<file path="src/rtl/io_pkg.sv">
// io_pkg: shared button-FSM states and MMIO map for the button/switch block
package io_pkg;
  typedef enum logic [1:0] {STABLE_LO, PEND_HI, STABLE_HI, PEND_LO} btn_state_e;
  localparam logic [3:0] IO_OFF_LEVEL = 4'h0;
  localparam logic [3:0] IO_OFF_PRESS = 4'h4;
  localparam logic [3:0] IO_OFF_SW = 4'h8;
  localparam logic [3:0] IO_OFF_CFG = 4'hC;
  localparam logic [31:0] IO_BTN_BASE = 32'h0000_7800;
endpackage

</file>
<file path="src/rtl/db_channel.sv">
// db_channel: one button synchronizer plus debounce FSM and counter
module db_channel
  import io_pkg::*;
#(
  parameter int DB_CYCLES = 16
) (
  input  logic clk,
  input  logic rstn,
  input  logic raw,
  output logic level,
  output logic rise
);
  localparam int CW = $clog2(DB_CYCLES);
  logic [1:0] sync;
  logic sample, done;
  btn_state_e state, state_nxt;
  logic [CW-1:0] cnt, cnt_nxt;
  assign sample = sync[1];
  // entering PEND already counts the first differing sample, so the flip lands on sample DB_CYCLES
  assign done = (cnt + CW'(1)) == CW'(DB_CYCLES - 1);
  always_ff @(posedge clk) begin
    if (!rstn) begin
      sync <= '0;
      state <= STABLE_LO;
      cnt <= '0;
    end else begin
      sync <= {sync[0], raw};
      state <= state_nxt;
      cnt <= cnt_nxt;
    end
  end
  always_comb begin
    state_nxt = state;
    cnt_nxt = cnt;
    case (state)
      STABLE_LO: if (sample) begin
        state_nxt = PEND_HI;
        cnt_nxt = '0;
      end
      PEND_HI: if (!sample) state_nxt = STABLE_LO;
        else if (done) state_nxt = STABLE_HI;
        else cnt_nxt = cnt + CW'(1);
      STABLE_HI: if (!sample) begin
        state_nxt = PEND_LO;
        cnt_nxt = '0;
      end
      PEND_LO: if (sample) state_nxt = STABLE_HI;
        else if (done) state_nxt = STABLE_LO;
        else cnt_nxt = cnt + CW'(1);
      default: state_nxt = STABLE_LO;
    endcase
  end
  assign level = (state == STABLE_HI) || (state == PEND_LO);
  assign rise = (state == PEND_HI) && sample && done;
endmodule

</file>
<file path="src/rtl/io_btn_debounce.sv">
// io_btn_debounce: debounced buttons, synchronized switches and their MMIO registers
module io_btn_debounce
  import io_pkg::*;
#(
  parameter int NUM_BTN = 4,
  parameter int DB_CYCLES = 16,
  parameter int SW_WIDTH = 32
) (
  input  logic                clk,
  input  logic                rstn,
  input  logic [NUM_BTN-1:0]  i_btn_raw,
  input  logic [SW_WIDTH-1:0] i_sw_raw,
  input  logic                i_wr_en,
  input  logic [3:0]          i_addr,
  input  logic [31:0]         i_wdata,
  output logic [31:0]         o_rdata,
  output logic [NUM_BTN-1:0]  o_btn_db,
  output logic [SW_WIDTH-1:0] o_sw_sync,
  output logic                o_press_pend
);
  logic [SW_WIDTH-1:0] sw_meta;
  logic [NUM_BTN-1:0] rise, press, clr;
  logic [1:0] sel;
  logic unused;
  for (genvar g = 0; g < NUM_BTN; g++) begin : g_ch
    db_channel #(.DB_CYCLES(DB_CYCLES)) u_ch (
      .clk  (clk),
      .rstn (rstn),
      .raw  (i_btn_raw[g]),
      .level(o_btn_db[g]),
      .rise (rise[g])
    );
  end
  assign sel = i_addr[3:2];
  assign clr = (i_wr_en && sel == IO_OFF_PRESS[3:2]) ? i_wdata[NUM_BTN-1:0] : '0;
  // a new press in the same cycle as its W1C clear survives
  always_ff @(posedge clk) begin
    if (!rstn) begin
      sw_meta <= '0;
      o_sw_sync <= '0;
      press <= '0;
    end else begin
      sw_meta <= i_sw_raw;
      o_sw_sync <= sw_meta;
      press <= (press & ~clr) | rise;
    end
  end
  assign o_press_pend = |press;
  always_comb begin
    o_rdata = sel == IO_OFF_LEVEL[3:2] ? 32'(o_btn_db) :
              sel == IO_OFF_PRESS[3:2] ? 32'(press) :
              sel == IO_OFF_SW[3:2] ? 32'(o_sw_sync) : 32'(DB_CYCLES);
  end
  assign unused = ^{i_addr[1:0], i_wdata};
endmodule

</file>
<file path="config.mk">
export PLATFORM = sky130hd
export DESIGN_NAME = io_btn_debounce
export DESIGN_NICKNAME = d
export VERILOG_FILES = /design/src/rtl/io_pkg.sv /design/src/rtl/db_channel.sv /design/src/rtl/io_btn_debounce.sv
export SDC_FILE = /design/constraint.sdc
export NUM_CORES = 1
export LEC_CHECK = 0
export CORE_MARGIN = 8
export CORE_UTILIZATION = 39
export CTS_CLUSTER_DIAMETER = 40
export DETAILED_ROUTE_END_ITERATION = 8
export GPL_ROUTABILITY_DRIVEN = 1
export PLACE_DENSITY = 0.74
export SLEW_MARGIN = 5
export SYNTH_ARGS = -nofsm -noshare
export SYNTH_HDL_FRONTEND = slang
export SYNTH_SLANG_ARGS = --single-unit
</file>
<file path="constraint.sdc">
create_clock -name clk -period 1.9 [get_ports clk]
set_clock_uncertainty 0.15 [all_clocks]
set_input_delay 0.475 -clock clk [delete_from_list [all_inputs] [get_ports clk]]
set_output_delay 0.475 -clock clk [all_outputs]
set_load 0.03 [all_outputs]
</file>
# After elaboration in Yosys (flattened, before gate mapping)
# Cells that the tools add are included.
word_totals:
  regBits: 100
  in_bits: 75
  out_inout_bits: 69
  elab_cells: 147
op_classes:
  addsub: 4
  eq_ne: 42
  n_mux: 56
  bitwise: 3
  n_reduce_logical: 27
ops:
  columns: ["cell", "n"]
  rows:
  - ["$mux W32", 3]
  - ["$mux W4", 21]
  - ["$pmux W4 S4", 4]
  - ["$mux W2", 24]
  - ["$pmux W2 S4", 4]
  - ["$reduce_and A4 Y1", 8]
  - ["$eq A2 B2 Y1 const B", 9]
  - ["$add A4 B1 Y4 const B", 4]
  - ["$eq A4 B4 Y1 const B", 4]
  - ["$ne A2 B1 Y1 const B", 8]
  - ["$ne A2 B2 Y1 const B", 8]
  - ["$ne A3 B1 Y1 const B", 4]
  - ["$ne A3 B3 Y1 const B", 4]
  - ["$eq A2 B1 Y1 const B", 5]
  - ["$logic_not A2 Y1", 5]
  - ["$logic_and A1 B1 Y1", 9]
  - ["$and A4 B4 Y4", 1]
  - ["$logic_or A1 B1 Y1", 4]
  - ["$not A4 Y4", 1]
  - ["$or A4 B4 Y4", 1]
  - ["$reduce_or A4 Y1", 1]

# Logic depth before layout (Yosys ltp)
# Gate-level depths: netlist (run 1).
depth:
  depth_word: 6
  ltp_mapped: 7
  mapped_depth_nobuf: 7

# Cells and area by module
# From an unflattened synthesis (run 1), not the netlist that was laid out.
hier_totals:
  hier_cells: 398
  hier_area_um2: 4011.3
modules_own_cells:
  columns: ["mod", "instances", "cells_per_inst", "area_per_inst_um2", "seq_area_each_um2"]
  rows:
  - ["io_btn_debounce", 1, 194, 2199.6, 1361.3]
  - ["db_channel", 4, 51, 452.9, 160.2]

# Worst setup path after synthesis (run 1)
# Ideal clock, no wire load.
synth_path:
  path_kind: "in2out"
  startpoint: "input i_addr[3]"
  endpoint: "output o_rdata[11]"
  arrival_ps: 1499
  required_time_ps: 1275
  slack_ps: -224
  path_stages: 4
  path_buffers: 2
  cell_sequence: "buf_2 > nor2b_1 > clkbuf_1 > and2_1"
synth_via:
  elab_chain_len: 4
  word_cells_on_any_way: 6
  cone_classes: "eq/ne: 2; mux: 3; reduce/logical: 1"
synth_rtl:
  columns: ["item", "line", "rtl"]
  rows:
  - ["from (decl)", "io_btn_debounce.sv:14", "input logic [3:0] i_addr,"]
  - ["$eq A2 B2 Y1", "io_btn_debounce.sv:52", "sel == IO_OFF_SW[3:2] ? 32'(o_sw_sync) : 32'(DB_CYCLES);"]
  - ["$mux W32", "io_btn_debounce.sv:52", null]
  - ["$mux W32", "io_btn_debounce.sv:51", "sel == IO_OFF_PRESS[3:2] ? 32'(press) :"]
  - ["$mux W32 (*)", "io_btn_debounce.sv:50", "o_rdata = sel == IO_OFF_LEVEL[3:2] ? 32'(o_btn_db) :"]
  - ["to (decl)", "io_btn_debounce.sv:16", "output logic [31:0] o_rdata,"]
# Every way passes the cells marked *; elsewhere a longest branch is shown, timed or not.

# Worst setup path after layout (run 1)
layout_path:
  startpoint: "register press[3]"
  endpoint: "output o_press_pend"
layout_via:
  elab_chain_len: 1
layout_rtl:
  columns: ["item", "line", "rtl"]
  rows:
  - ["from (decl)", "io_btn_debounce.sv:22", "logic [NUM_BTN-1:0] rise, press, clr;"]
  - ["from (signal assigned)", "io_btn_debounce.sv:45", "press <= (press & ~clr) | rise;"]
  - ["$reduce_or A4 Y1", "io_btn_debounce.sv:48", "assign o_press_pend = |press;"]
  - ["to (decl)", "io_btn_debounce.sv:19", "output logic o_press_pend"]
# Every way passes these cells.

==> impl_metrics.json, run 1 <==
{
  "postLayoutCoreUtil": 0.5897,
  "die_y_um": 114.6,
  "relSlewSlack": 0.6695,
  "synth_common_cells": "105 x and2_1, 100 x dfxtp_1, 22 x nand2_1",
  "via_per_inst": 4.646,
  "period_minus_slack_ns": 1.994,
  "crit_path_end_kind": "output pin",
  "leakage_nw": 2.407,
  "syn-instance-count": 388,
  "setup_tns_ns": -0.09444,
  "synth_cell_types": 37,
  "ys_seq_elements": 100,
  "die_area_um2": 13140,
  "die_w_um": 114.6,
  "required_ns": 1.27,
  "root_buffer": "clkbuf_8",
  "holdCritPathClass": "reg -> reg",
  "reg2reg_depth": 6,
  "overflow": 0,
  "dominantRegCellSynth": "dfxtp_1",
  "drive_gt1_frac": 0.2590,
  "grt_pass1_wl_mm": 15.10,
  "r2r_end": "g_ch[3].u_ch.cnt[3]",
  "cts_max_level": 3,
  "hpwl_mm": 6.745,
  "r2r_start": "g_ch[3].u_ch.cnt[0]",
  "period_share": 1.050,
  "initial_core_util": 0.3953,
  "worst_slack_ns": -0.09444,
  "clock_path_buffers": 2,
  "status": "finished, violations left",
  "port-buffer-count": 113,
  "start_kind": "flop",
  "maxCapViolCount": 0,
  "slowest_delay_ns": 0.52,
  "synth.largest_area_cell": "dfxtp_1",
  "drc": 0,
  "ir_worst_vdd_uv": 436.8,
  "io_pins": 144,
  "cts_buffers": 9,
  "antenna_found_initial": 0,
  "worst-path-buf-inv": 1,
  "grt_max_degree": 37,
  "wl_per_cell_um": 14.72,
  "nets": 603,
  "crit_type": "reg -> out",
  "slew_viol_final": 0,
  "path_max_fanout": 2,
  "p_per_area_nw_per_um2": 693.5,
  "synth_most_common_cell": "and2_1",
  "cp_cell_sequence": "or4_4 -> buf_6",
  "ys_seq_area_frac": 0.5279,
  "crit_family": "simple AND/OR/NAND/NOR gates",
  "yosys_warnings": 0,
  "synth_top_area_share": 0.5279,
  "hold_viol_final": 0,
  "synthTopCellsByArea": "dfxtp_1 53%, and2_1 17%, nor2b_1 3.5%",
  "synth_edf_count": 0,
  "max_freq_mhz": 501.4,
  "core_area_um2": 9594,
  "first_iter_violations": 125,
  "tritoncts": "built",
  "grt_pass1_vias": 3180,
  "cp.depth": 2,
  "crit_start": "press[3]",
  "clkLatencyLatePin_ns": 0.36,
  "synthArstFlopShare": 0,
  "num_antenna_cells": 0,
  "rsz0062_at_grt": "yes",
  "arrival_ns": 1.37,
  "worst_pin_slew_ns": 0.4922,
  "cpMaxStageDelayCell": "or4_4",
  "gr-usage-all-layers": 0.1452,
  "gp_congestion": 0.7929,
  "clkSinkCount": 100,
  "syn-num-nets": 471,
  "wl_met1_mm": 3.947,
  "crit_path_end": "o_press_pend",
  "area_growth_pct": 49.19,
  "wl_mm": 9.689,
  "highest_layer": "met4",
  "wl_met2_mm": 5.064,
  "detail-route-antenna-nets": 0,
  "r2r_setup_slack_ns": 0.13,
  "syn_area_um2": 3792,
  "num_rows": 36,
  "syn_area_per_cell_um2": 9.774,
  "worst_hold_path.num_cells": 1,
  "vias": 3057,
  "wl_met3_um": 542,
  "p_total_mw": 3.924,
  "setup_viol_count_final": 1,
  "clkSlewWorstSetupHoldPaths_ns": 0.10,
  "dr.pass1.iters": 4,
  "violations": "setup timing"
}
-- sequential cells by signal, indices dropped and copies added (netlist names), named ones only --
| name | cells |
|---|---|
| g_ch.u_ch.sync | 8 |
| press | 4 |
| o_sw_sync | 32 |
| g_ch.u_ch.state | 4 |
| sw_meta | 32 |
| g_ch.u_ch.cnt | 16 |
-- cells in the final DEF, fill, tap and decap left out, types with 4 or more instances in the layout --
cell | netlist | final
dfxtp_1 | 100 | 91
and2_1 | 105 | 79
clkdlybuf4s50_1 | 0 | 41
dlygate4sd2_1 | 0 | 36
buf_6 | 0 | 29
buf_4 | 4 | 28
and2_4 | 0 | 26
nand2_1 | 22 | 22
nor2b_1 | 21 | 20
nand3_1 | 13 | 13
o21ai_0 | 16 | 12
inv_1 | 11 | 10
clkbuf_8 | 0 | 9
mux2i_1 | 9 | 7
o22ai_1 | 7 | 7
dfxtp_2 | 0 | 7
ha_1 | 8 | 6
nand4_1 | 5 | 5
nor2_1 | 5 | 5
buf_12 | 0 | 5
o21ai_2 | 0 | 4
a32oi_1 | 4 | 4
xnor2_1 | 5 | 4
a21boi_0 | 4 | 4
-- how the worst min path moves through the flow --
| stage | from | end |
|---|---|---|
| after floorplan | g_ch[0].u_ch.sync[0] | g_ch[0].u_ch.sync[1] |
| after global placement | sw_meta[10] | o_sw_sync[10] |
| after detailed placement | sw_meta[14] | o_sw_sync[14] |
| after CTS | g_ch[2].u_ch.sync[0] | g_ch[2].u_ch.sync[1] |
| after global routing | sw_meta[23] | o_sw_sync[23] |
| final | g_ch[2].u_ch.sync[0] | g_ch[2].u_ch.sync[1] |
-- per-stage QoR --
stage | setup WS [ns] | std cells | hold WS (ns) | cell area (um2)
final | -0.09444 | 658 | 0.2847 | 5658
after global routing | -0.1265 | 658 | 0.3093 | 5658
after CTS | -0.1010 | 656 | 0.2858 | 5504
after detailed placement | -0.4424 | 632 | 0.2669 | 5152
after global placement | -0.4057 | 632 | 0.2633 | 5152
after floorplan | -0.03345 | 388 | 0.2619 | 3840
-- cell type report --
class / instances / area [um2]
flip-flops and latches: 100 / 2018
inverters: 11 / 41.29
clock inverters: 7 / 70.07
repair buffers: 144 / 1453
well taps: 133 / 166.4
multi-input cells: 254 / 1785
clock buffers: 9 / 123.9
fillers: 821 / 3936
-- layer usage --
| metal | GRT usage | vias up |
|---|---|---|
| met5 | 0 | - |
| met4 | 0.06744 | 0 |
| met3 | 0.04219 | 12 |
| met2 | 0.2548 | 75 |
| met1 | 0.1572 | 1433 |
| li1 | - | 1537 |
-- report_power, final --
part | switching, mW | internal, mW | total (mW) | leakage, nW
clock | 0.790 | 0.513 | 1.30 | 0.100
sequential | 0.0303 | 2.17 | 2.20 | 0.827
combinational | 0.193 | 0.231 | 0.424 | 1.48
-- what timing repair did --
item | 4_1_cts | 5_1_grt
pin swaps | 15 | 5
resized for setup | 87 | 42
hold endpoints to repair | 0 | 0
hold buffers | 0 | 0
gates cloned | 2 | 0
setup buffers | 6 | 3
endpoints found under the setup margin | 70 | 31
-- cells by family after synthesis --
kind of cell	synth area share
compound gates	0.07391
flops	0.5279
mux	0.02376
xor+xnor	0.01848
buf+inv	0.03794
fa+ha+maj	0.02639
simple gates	0.2917
No activity file was read; power rests on OpenSTA's default activity.
==> inputs of run 2 (changes only) <==
--- a/config.mk
+++ b/config.mk
@@ -5,13 +5,13 @@
 export SDC_FILE = /design/constraint.sdc
 export NUM_CORES = 1
 export LEC_CHECK = 0
-export CORE_MARGIN = 8
-export CORE_UTILIZATION = 39
+export CORE_UTILIZATION = 40
 export CTS_CLUSTER_DIAMETER = 40
 export DETAILED_ROUTE_END_ITERATION = 8
 export GPL_ROUTABILITY_DRIVEN = 1
-export PLACE_DENSITY = 0.74
+export PLACE_DENSITY = 0.75
 export SLEW_MARGIN = 5
 export SYNTH_ARGS = -nofsm -noshare
 export SYNTH_HDL_FRONTEND = slang
+export SYNTH_HIERARCHICAL = 1
 export SYNTH_SLANG_ARGS = --single-unit
==> run 2 against run 1 <==
- the flow still finishes with violations (setup timing)
- cell count up 0.91%
- die area down 21%
- register-to-register slack about the same
- setup slack worse by 0.030 ns
- synthesized cell count up 2.6%
- worst hold slack better by 0.0021 ns
- non-clock buffer count down 9
- via count up 1.9%
- largest cell class unchanged
- highest routed layer unchanged
==> impl_metrics.json, run 2 <==
{
  "r2r_setup_slack_ns": 0.12,
  "slowest_delay_ns": 0.54,
  "cts_max_level": 3,
  "gr-usage-all-layers": 0.1792,
  "dr.pass1.iters": 4,
  "cp.depth": 2,
  "holdCritPathClass": "reg -> reg",
  "first_iter_violations": 70,
  "maxCapViolCount": 0,
  "crit_path_end_kind": "output pin",
  "wl_per_cell_um": 14.10,
  "top_regs": "o_sw_sync: 32 flops, sw_meta: 32 flops, g_ch.u_ch/cnt: 16 flops",
  "port-buffer-count": 113,
  "clkLatencyLatePin_ns": 0.37,
  "tritoncts": "built",
  "setup_viol_count_final": 3,
  "via_per_inst": 4.690,
  "nets": 609,
  "relSlewSlack": 0.7251,
  "detail-route-antenna-nets": 0,
  "worst_pin_slew_ns": 0.4123,
  "hpwl_mm": 6.575,
  "period_share": 1.065,
  "grt_pass1_wl_mm": 14.24,
  "yosys_warnings": 6,
  "start_kind": "flop",
  "syn-num-nets": 481,
  "worst-path-buf-inv": 1,
  "synth_cell_types": 36,
  "p_per_area_nw_per_um2": 696.0,
  "drc": 0,
  "core_area_um2": 9729,
  "synth.largest_area_cell": "dfxtp_1",
  "synth_top_area_share": 0.4991,
  "clock_path_buffers": 2,
  "ys_seq_elements": 100,
  "clkSlewWorstSetupHoldPaths_ns": 0.11,
  "cp_cell_sequence": "or4_4 -> buf_6",
  "num_antenna_cells": 0,
  "slew_viol_final": 0,
  "reg2reg_depth": 7,
  "synth_common_cells": "100 x dfxtp_1, 81 x and2_1, 20 x nand2_1",
  "dominantRegCellSynth": "dfxtp_1",
  "syn_area_per_cell_um2": 10.08,
  "grt_pass1_vias": 3020,
  "crit_type": "reg -> out",
  "arrival_ns": 1.40,
  "root_buffer": "clkbuf_8",
  "drive_gt1_frac": 0.2486,
  "cpMaxStageDelayCell": "or4_4",
  "die_w_um": 102.1,
  "final_common_cell": "dfxtp_1",
  "syn-instance-count": 398,
  "synthArstFlopShare": 0,
  "comb_power_share": 0.105,
  "ir_worst_vdd_uv": 401.9,
  "ys_seq_area_frac": 0.4991,
  "synth_most_common_cell": "dfxtp_1",
  "crit_path_end": "o_press_pend",
  "period_minus_slack_ns": 2.024,
  "r2r_start": "g_ch[3].u_ch/cnt[1]",
  "synth_edf_count": 0,
  "area_growth_pct": 44.26,
  "setup_tns_ns": -0.1486,
  "overflow": 0,
  "num_rows": 36,
  "max_freq_mhz": 494.1,
  "seqPwrFrac": 0.547,
  "crit_start": "press[1]",
  "p_int_mw": 2.937,
  "pwr-share-clk": 0.348,
  "hold_path_startpoint": "g_ch[2].u_ch/sync[0]",
  "synthTopCellsByArea": "dfxtp_1 50%, and2_1 13%, xnor2_1 3.5%",
  "status": "finished, violations left",
  "cts_buffers": 9,
  "p_sw_frac": 0.2708,
  "grt_max_degree": 29,
  "io_pins": 144,
  "initial_core_util": 0.4123,
  "dp_slack_ns": -0.3972,
  "wl_mm": 9.364,
  "die_area_um2": 10430,
  "final_cell_mix": "94 x dfxtp_1, 79 x and2_1, 41 x clkdlybuf4s50_1, 35 x dlygate4sd2_1, 35 x buf_6",
  "switchingPower_mw": 1.091,
  "die_y_um": 102.1,
  "rsz0062_at_grt": "yes",
  "r2r_end": "press[3]",
  "syn_area_um2": 4011,
  "path_max_fanout": 2,
  "antenna_found_initial": 0,
  "crit_family": "simple AND/OR/NAND/NOR gates",
  "hold_viol_final": 0,
  "required_ns": 1.27,
  "clkSinkCount": 100,
  "violations": "setup timing",
  "leakage_nw": 2.404,
  "worst_slack_ns": -0.1240,
  "gp_congestion": 0.8331,
  "vias": 3114
}
-- run 2: power groups by stage --
stage	Sequential [mW]	Combinational, mW	Clock (mW)
finish	2.20	0.423	1.40
global route	2.21	0.452	1.53
CTS	2.20	0.413	1.43
detailed placement	2.25	0.392	0
global placement	2.25	0.387	0
floorplan	2.30	0.136	0
-- run 2: logic make-up after synthesis --
group                    Yosys count  share of synthesized area
AND/OR/NAND/NOR                  171                     0.2686
multiplexers                       4                   0.009982
flip-flops                       100                     0.4991
adder cells (fa/ha/maj)            8                    0.02495
AO/OA/AOI/OAI                     57                    0.09794
buffers and inverters             34                    0.03961
XOR/XNOR                          24                    0.05989
-- run 2: timing repair --
item,4_1_cts,5_1_grt
pin swaps,10,6
endpoints found under the hold margin,0,0
setup endpoints to repair,69,30
gates cloned,2,0
hold buffers,0,0
resized for setup,93,41
buffers inserted,5,3
-- run 2: worst min path at each step --
stage,end,cells past startpoint
2_1_floorplan,o_sw_sync[18],1
3_3_place_gp,o_sw_sync[18],1
3_5_place_dp,o_sw_sync[24],1
4_1_cts,o_sw_sync[5],1
5_1_grt,g_ch[2].u_ch/sync[1],1
6_report,g_ch[2].u_ch/sync[1],1
-- run 2: final cells by class --
class | instances | area (um2)
multi-input combinational | 264 | 1974
clock inverter | 7 | 91.34
inverter | 16 | 60.06
timing repair buffer | 135 | 1356
sequential | 100 | 2014
clock buffer | 9 | 123.9
fill | 815 | 3943
tap | 133 | 166.4
-- run 2: stage by stage --
stage	instances	hold WS, ns	area, um2	power [mW]	utilization
2_1_floorplan	398	0.2557	4036	2.431	-
3_3_place_gp	643	0.2629	5303	2.636	0.5450
3_5_place_dp	643	0.2669	5303	2.643	0.5450
4_1_cts	666	0.2878	5677	4.050	0.5835
5_1_grt	664	0.2907	5787	4.197	0.5948
6_report	664	0.2868	5787	4.027	0.5948
-- run 2: routing by layer --
| layer | share of wire | up-vias | GRT usage |
|---|---|---|---|
| met2 | 0.52 | 70 | 0.3108 |
| met4 | 0.017 | 0 | 0.06923 |
| met3 | 0.037 | 12 | 0.04036 |
| li1 | - | 1561 | - |
| met5 | 0 | - | 0 |
| met1 | 0.43 | 1471 | 0.2155 |
==> inputs of run 3 (changes only) <==
--- a/config.mk
+++ b/config.mk
@@ -5,6 +5,7 @@
 export SDC_FILE = /design/constraint.sdc
 export NUM_CORES = 1
 export LEC_CHECK = 0
+export CORE_ASPECT_RATIO = 0.75
 export CORE_UTILIZATION = 40
 export CTS_CLUSTER_DIAMETER = 40
 export DETAILED_ROUTE_END_ITERATION = 8
==> run 3 against run 2 <==
- the run still ends with setup timing left
- routed wire length decreased by 2.6%
- fmax increased by 3.0%
- sequential power hardly changed
- sequential share of layout area shrank 0.80 points
- register-to-register slack is essentially flat
- final area rose by 1.8%
- die area hardly changed
- worst hold slack worse by 0.0033 ns
- power grew 9.7%
- global-route usage fell by 1.1 points
- count of clock-buffer cells in the layout unchanged
- non-clock buffer count increased by 2
- largest cell class unchanged
==> impl_metrics.json, run 3 (same netlist as run 2, synthesis figures left out) <==
{
  "worst-path-buf-inv": 1,
  "arrival_ns": 1.34,
  "cts_hold_buf": 0,
  "top_regs": "o_sw_sync: 32 flops, sw_meta: 32 flops, g_ch.u_ch/cnt: 16 flops",
  "core_area_um2": 9697,
  "detail-route-antenna-nets": 0,
  "port-buffer-count": 113,
  "clkSlewWorstSetupHoldPaths_ns": 0.08,
  "crit_family": "simple AND/OR/NAND/NOR gates",
  "area_growth_pct": 46.82,
  "worst_slack_ns": -0.06546,
  "die_w_um": 117.6,
  "postLayoutCellArea_um2": 5889,
  "period_share": 1.034,
  "tritoncts": "built",
  "num_rows": 31,
  "worst_pin_slew_ns": 0.3603,
  "root_buffer": "clkbuf_16",
  "vias": 3045,
  "grt_pass1_vias": 2917,
  "dp_slack_ns": -0.4551,
  "drc": 0,
  "cpMaxStageDelayCell": "or4_4",
  "setup_tns_ns": -0.1657,
  "die_y_um": 88.73,
  "period_minus_slack_ns": 1.965,
  "wl_per_cell_um": 13.71,
  "crit_path_end": "o_press_pend",
  "p_per_area_nw_per_um2": 750.5,
  "violations": "setup timing",
  "holdCritPathClass": "reg -> reg",
  "slowest_delay_ns": 0.53,
  "crit_start": "press[3]",
  "status": "finished, violations left",
  "crit_type": "reg -> out",
  "nets": 611,
  "clock_path_buffers": 2,
  "cts_max_level": 3,
  "drive_gt1_frac": 0.2439,
  "gr-usage-all-layers": 0.1679,
  "hold_path_startpoint": "sw_meta[13]",
  "gp_congestion": 0.8187,
  "reg2reg_depth": 7,
  "placed_cell_area_um2": 5321,
  "grt_pass1_wl_mm": 13.88,
  "clkLatencyLatePin_ns": 0.34,
  "max_freq_mhz": 508.8,
  "hold_viol_final": 0,
  "fin_cells": 665,
  "path_max_fanout": 2,
  "initial_core_util": 0.4137,
  "r2r_end": "press[2]",
  "clkSinkCount": 100,
  "leakage_nw": 2.462,
  "via_per_inst": 4.579,
  "die_area_um2": 10440,
  "antenna_found_initial": 0,
  "cp_cell_sequence": "or4_4 -> buf_6",
  "hpwl_mm": 6.284,
  "required_ns": 1.27,
  "grt_max_degree": 31,
  "cp.depth": 2,
  "overflow": 0,
  "wl_mm": 9.117,
  "final_cell_mix": "99 x dfxtp_1, 78 x and2_1, 41 x clkdlybuf4s50_1, 36 x dlygate4sd2_1, 34 x buf_6",
  "postLayoutCoreUtil": 0.6074,
  "rsz0062_at_grt": "yes",
  "crit_path_end_kind": "output pin",
  "io_pins": 144,
  "num_antenna_cells": 0,
  "final.fill_count": 807,
  "hold_slack_ns": 0.2835,
  "r2r_start": "g_ch[2].u_ch/cnt[1]",
  "slew_viol_final": 0,
  "cts_buffers": 9,
  "first_iter_violations": 66,
  "ir_worst_vdd_uv": 483.5,
  "dr.pass1.iters": 4,
  "p_total_mw": 4.420,
  "final_common_cell": "dfxtp_1",
  "r2r_setup_slack_ns": 0.11,
  "start_kind": "flop",
  "maxCapViolCount": 0,
  "place_inst": 643,
  "setup_viol_count_final": 11,
  "relSlewSlack": 0.7581
}
run 3: cell count changes in the layout (fill, tap and decap cells not counted), moves of 2 or more:
| cell | delta |
|---|---|
| dfxtp_1 | +5 |
| dfxtp_2 | -3 |
| clkbuf_8 | -9 |
| clkinv_4 | +2 |
| buf_4 | +2 |
| dfxtp_4 | -2 |
| clkbuf_16 | +10 |
run 3: power by group:
group,switching (mW),internal (mW)
combinational,0.199,0.228
clock,0.858,0.932
sequential,0.0345,2.17
run 3: final cells by class:
type	instances	area (um2)	area share
inverters	16	60.06	0.01020
flip-flops and latches	100	2003	0.3401
repair buffers	137	1396	0.2371
clock buffers	9	225.2	0.03824
clock inverters	7	75.07	0.01275
well taps	132	165.2	0.02804
multi-input cells	264	1964	0.3335
run 3: how the worst min path moves through the flow:
| stage | cells after the start | slack (ns) | end |
|---|---|---|---|
| after CTS | 1 | 0.28 | o_sw_sync[13] |
| final | 1 | 0.28 | o_sw_sync[13] |
| after floorplan | 1 | 0.26 | o_sw_sync[18] |
| after global routing | 1 | 0.29 | o_sw_sync[24] |
| after global placement | 1 | 0.26 | o_sw_sync[18] |
| after detailed placement | 1 | 0.27 | o_sw_sync[10] |
run 3: metal layers:
metal  track usage  vias up  wire length, um
met5             0        -                0
met4       0.03263        0               53
met3       0.04446        4              276
met2        0.3053       49             4733
met1        0.2030     1424             4053
li1              -     1568                -
run 3: what timing repair did:
item / in CTS / in global routing
resized for setup: 88 / 33
endpoints found under the hold margin: 0 / 0
endpoints found under the setup margin: 69 / 34
setup buffers: 4 / 0
cloned: 1 / 1
pin swaps: 1 / 17
run 3: worst reg2reg max path: cells and delay by family, from the launching register on:
kind                       cells  cell delay, ns
DFF                            1            0.36
adders and majority gates      1            0.23
AOI/OAI and AO/OA              2            0.25
xor gates and xnor gates       1            0.18
and+or+nand+nor                3            0.54
